==> src/rtl/meta_test_seq.sv <==
// meta_test_seq: sequencer that applies an incrementing test pattern to a
// circuit under test. For each trial it waits SETTLE cycles and then samples
// the circuit output. It counts trials and failing trials, and keeps a sticky
// OR of every failing output bit.
//
// Ports:
//   clk, rst      clock; synchronous active-high reset
//   start         begin a run (accepted only when idle)
//   abort         end the run in progress early
//   num_trials    number of trials in the run (latched on start)
//   seed          first pattern of the run (latched on start)
//   dut_in        registered pattern driven into the circuit under test
//   dut_q         circuit output; any set bit marks the trial as failed
//   busy          high whenever the sequencer is not idle
//   done          one-cycle pulse when a run ends (normally or by abort)
//   aborted       the last run ended by abort; held until the next start
//   trial_count   trials completed in the current or last run
//   err_count     failing trials in the current or last run
//   err_bits      sticky OR of all failing dut_q samples in the run
module meta_test_seq #(
    parameter int unsigned WIDTH  = 4,
    parameter int unsigned CNT_W  = 16,
    parameter int unsigned SETTLE = 2
) (
    input  logic             clk,
    input  logic             rst,
    input  logic             start,
    input  logic             abort,
    input  logic [CNT_W-1:0] num_trials,
    input  logic [WIDTH-1:0] seed,
    output logic [WIDTH-1:0] dut_in,
    input  logic [WIDTH-1:0] dut_q,
    output logic             busy,
    output logic             done,
    output logic             aborted,
    output logic [CNT_W-1:0] trial_count,
    output logic [CNT_W-1:0] err_count,
    output logic [WIDTH-1:0] err_bits
);

    localparam logic [2:0] IDLE  = 3'd0;
    localparam logic [2:0] DRIVE = 3'd1;
    localparam logic [2:0] WAIT  = 3'd2;
    localparam logic [2:0] CHECK = 3'd3;
    localparam logic [2:0] FIN   = 3'd4;

    localparam logic [3:0] SETTLE_CNT = 4'(SETTLE);

    logic [2:0]       state_q, state_d;
    logic [3:0]       wait_q, wait_d;
    logic [WIDTH-1:0] pat_q, pat_d;
    logic [WIDTH-1:0] din_q, din_d;
    logic [CNT_W-1:0] ntrials_q, ntrials_d;
    logic [CNT_W-1:0] trials_q, trials_d;
    logic [CNT_W-1:0] errs_q, errs_d;
    logic [WIDTH-1:0] ebits_q, ebits_d;
    logic             aborted_q, aborted_d;
    logic [CNT_W-1:0] trials_inc;

    assign trials_inc = trials_q + CNT_W'(1);

    always_comb begin
        state_d   = state_q;
        wait_d    = wait_q;
        pat_d     = pat_q;
        din_d     = din_q;
        ntrials_d = ntrials_q;
        trials_d  = trials_q;
        errs_d    = errs_q;
        ebits_d   = ebits_q;
        aborted_d = aborted_q;

        case (state_q)
            IDLE: begin
                if (start) begin
                    ntrials_d = num_trials;
                    pat_d     = seed;
                    trials_d  = '0;
                    errs_d    = '0;
                    ebits_d   = '0;
                    aborted_d = 1'b0;
                    state_d   = (num_trials == '0) ? FIN : DRIVE;
                end
            end
            DRIVE: begin
                if (abort) begin
                    aborted_d = 1'b1;
                    state_d   = FIN;
                end else begin
                    din_d   = pat_q;
                    wait_d  = SETTLE_CNT;
                    state_d = WAIT;
                end
            end
            WAIT: begin
                if (abort) begin
                    aborted_d = 1'b1;
                    state_d   = FIN;
                end else begin
                    wait_d = wait_q - 4'd1;
                    // Loaded with SETTLE, so leaving at 1 gives exactly SETTLE cycles here.
                    if (wait_q == 4'd1) begin
                        state_d = CHECK;
                    end
                end
            end
            CHECK: begin
                // An abort here discards the sample entirely.
                if (abort) begin
                    aborted_d = 1'b1;
                    state_d   = FIN;
                end else begin
                    trials_d = trials_inc;
                    if (dut_q != '0) begin
                        errs_d  = errs_q + CNT_W'(1);
                        ebits_d = ebits_q | dut_q;
                    end
                    pat_d   = pat_q + WIDTH'(1);
                    state_d = (trials_inc == ntrials_q) ? FIN : DRIVE;
                end
            end
            FIN: begin
                state_d = IDLE;
            end
            default: begin
                state_d = IDLE;
            end
        endcase
    end

    always_ff @(posedge clk) begin
        if (rst) begin
            state_q   <= IDLE;
            wait_q    <= '0;
            pat_q     <= '0;
            din_q     <= '0;
            ntrials_q <= '0;
            trials_q  <= '0;
            errs_q    <= '0;
            ebits_q   <= '0;
            aborted_q <= 1'b0;
        end else begin
            state_q   <= state_d;
            wait_q    <= wait_d;
            pat_q     <= pat_d;
            din_q     <= din_d;
            ntrials_q <= ntrials_d;
            trials_q  <= trials_d;
            errs_q    <= errs_d;
            ebits_q   <= ebits_d;
            aborted_q <= aborted_d;
        end
    end

    assign dut_in      = din_q;
    assign busy        = (state_q != IDLE);
    assign done        = (state_q == FIN);
    assign aborted     = aborted_q;
    assign trial_count = trials_q;
    assign err_count   = errs_q;
    assign err_bits    = ebits_q;

endmodule

==> config.mk <==
export PLATFORM = sky130hd
export DESIGN_NAME = meta_test_seq
export DESIGN_NICKNAME = d
export VERILOG_FILES = /design/src/rtl/meta_test_seq.sv
export SDC_FILE = /design/constraint.sdc
export NUM_CORES = 1
export LEC_CHECK = 0
export BUFFER_PORTS_ARGS = -buffer_cell sky130_fd_sc_hd__buf_2
export CORE_UTILIZATION = 59
export DETAILED_ROUTE_END_ITERATION = 8
export HOLD_SLACK_MARGIN = 0.02
export PLACE_DENSITY = 0.85
export SLEW_MARGIN = 20
export SYNTH_ARGS = -nofsm -noshare
export SYNTH_HDL_FRONTEND = slang
export SYNTH_SLANG_ARGS = --single-unit
==> constraint.sdc <==
create_clock -name clk -period 6.1 [get_ports clk]
set_clock_uncertainty 0.15 [all_clocks]
set_input_delay 0.61 -clock clk [delete_from_list [all_inputs] [get_ports clk]]
set_output_delay 0.61 -clock clk [all_outputs]
set_load 0.03 [all_outputs]
==> flow_summary.ini <==
[status]
outcome = complete, no violations

[clocking]
h-tree-depth = 3
path_clk_slew_ns = 0.07
ctsResizeCount = 0
cts_setup_buffers = 0
cts_buffers = 9
cts_root_buf = clkbuf_8
clock-sinks = 68
insertion_delay_ns = 0.35
cts_max_path_buffers = 2
cts_hold_buf = 0
cts_tree = yes

[grt]
antenna_found_initial = 0
grt_first_pass_wirelength_mm = 13.7
grt_max_degree = 51
first_global_vias = 3120
grt_overflow_total = 0
grt_usage = 0.278

[yosys]
post-synth-top-count-cell = dfxtp_1
yosys_register_bits = 68
synth_cells = 440
yosys_warnings = 0
ys_types = 54
async_flop_share = 0
avgSynthCellArea_um2 = 8.08
yosysTopAreaCellShare = 0.383
yosysSeqAreaShare = 0.383
synth_edf_count = 0
synth_area_leaders = dfxtp_1 38%, a21oi_1 6.2%, nand2_1 5.9%
ys.flop_type = dfxtp_1
synth_common_cells = 68 x dfxtp_1, 56 x nand2_1, 52 x nor2_1, 44 x a21oi_1, 23 x o21ai_0
syn_nets = 473
yosysTopAreaCell = dfxtp_1
synth_area_mm2 = 0.00356

[cells_and_area]
multiInputGateArea_mm2 = 0.00205
areaGrowthSynthToFinish_pct = 16.0
fin_area_mm2 = 0.00412
seq_area_mm2 = 0.00136
layout.cells.non_filler = 572
nets = 528
antenna_cells = 0
fin_util = 0.731
fillCellCount = 435
drive_gt1_frac = 0.200

[critical_path]
crit_type = flop to flop
cp_slowest_stage_delay_ns = 0.81
path_cells = nand3b_1 -> nor2_1 -> nor2_1 -> a21o_1 -> a21oi_1 -> nor2_1
crit_family = simple AND/OR/NAND/NOR gates
start_kind = flop
cpMaxStageDelayCell = nor2_1
path_buf_inv = 0
cp-end-kind = flop
critPathMaxFanout = 13
crit_path_frequent_cell = nor2_1
arrival_ns = 2.90
worstPathRequired_ns = 6.14

[route]
dr_total_vias = 3354
wire_per_inst_um = 14.8
drt_first_pass_iters = 5
ant_nets = 0
drt-total-wl_mm = 8.47
drt_iter0_markers = 223
route.detailed.drc = 0
vias_per_cell = 5.86

[die]
core_mm2 = 0.00564
initial_utilization = 0.630
rows = 27
die_h_um = 79.6
io_pins = 71
die_w_um = 79.6
dieArea_mm2 = 0.00634

[min_path]
hp-class = flop to flop

[placed_design]
place_area_mm2 = 0.00388
gp_congestion = 0.834
placedCellCount = 555
dp_hpwl_mm = 5.82
port_buffers = 70
post-place-ws_ns = 3.20

[power]
vdd_drop_max_v = 0.000173
finalPower_mw = 1.20
p_leak_nw = 1.63
pwr_density_cell_mw_per_mm2 = 292

[timing]
fin_crit_sh = 0.468
worst_pin_slew_ns = 0.926
fmax_mhz = 350
slew_headroom = 0.381
period_minus_slack_ns = 2.85
setup_viol = 0
fin_tns_setup_ns = 0
slew_viol_final = 0
hold_ws_ns = 0.320
final-hold-violation-count = 0
setup_slack_ns = 3.25
rsz0062_at_grt = no

[run]
maxCapViolations = 0
path summary, 6_finish.rpt:
kind,startpoint,endpoint,slack [ns],cells after the start
max reg2reg,state_q[1],trial_count[7],3.25,6
max,state_q[1],trial_count[7],3.25,6
min,err_bits[0],err_bits[0],0.32,2
min reg2reg,err_bits[0],err_bits[0],0.32,2
cell usage in the layout, fill, tap and decap left out, types with 3 or more instances in the layout:
cell type | Yosys | layout
buf_2 | 12 | 70
dfxtp_1 | 68 | 68
nand2_1 | 56 | 56
nor2_1 | 52 | 52
a21oi_1 | 44 | 44
o21ai_0 | 23 | 23
xnor2_1 | 19 | 19
xor2_1 | 17 | 17
nand3_1 | 16 | 16
nor3_1 | 14 | 14
clkbuf_8 | 0 | 11
and3_1 | 8 | 8
nand4_1 | 8 | 8
inv_1 | 7 | 7
and2_1 | 7 | 7
a311oi_1 | 6 | 6
nor4_1 | 6 | 6
mux2i_1 | 5 | 5
ha_1 | 5 | 5
a211oi_1 | 4 | 4
or3_1 | 4 | 4
nand4b_1 | 3 | 3
where the power goes:
| group | switching [mW] | internal (mW) |
|---|---|---|
| combinational | 0.161 | 0.0953 |
| sequential | 0.0359 | 0.477 |
| clock | 0.181 | 0.253 |
| total | 0.378 | 0.825 |
sequential cells by signal, summed over array words and instances (netlist names):
name and count:
err_count 16, ntrials_q 16, trial_count 16, dut_in 4, err_bits 4, pat_q 4, wait_q 4, state_q 3
aborted 1
routing by layer:
| metal | wire [um] | global-route usage |
|---|---|---|
| met1 | 3630 | 0.338 |
| met2 | 4190 | 0.477 |
| met3 | 490 | 0.0434 |
| met4 | 160 | 0.127 |
| met5 | 0 | 0 |
worst reg2reg max path, delay by kind of cell, from the launching register on:
family	cells	cell delay, ns
compound gates	2	0.39
simple gates	4	1.64
flops	1	0.53
area by class of cell:
type	instances	share of cell area
well taps	72	0.0218
inverters	7	0.00637
clock buffers	11	0.0367
clock inverters	5	0.0203
repair buffers	71	0.0877
multi-input cells	338	0.497
flip-flops and latches	68	0.330
cell families (layout without fill, tap and decap cells):
logic type | after synthesis | count (layout) | synth area share
compound gates | 94 | 94 | 0.157
xor+xnor | 37 | 37 | 0.0932
fa+ha+maj | 5 | 5 | 0.0176
buf+inv | 34 | 94 | 0.0433
flops | 68 | 68 | 0.383
mux | 6 | 6 | 0.0172
simple gates | 196 | 196 | 0.289
Power figures use the tool's default switching activity.
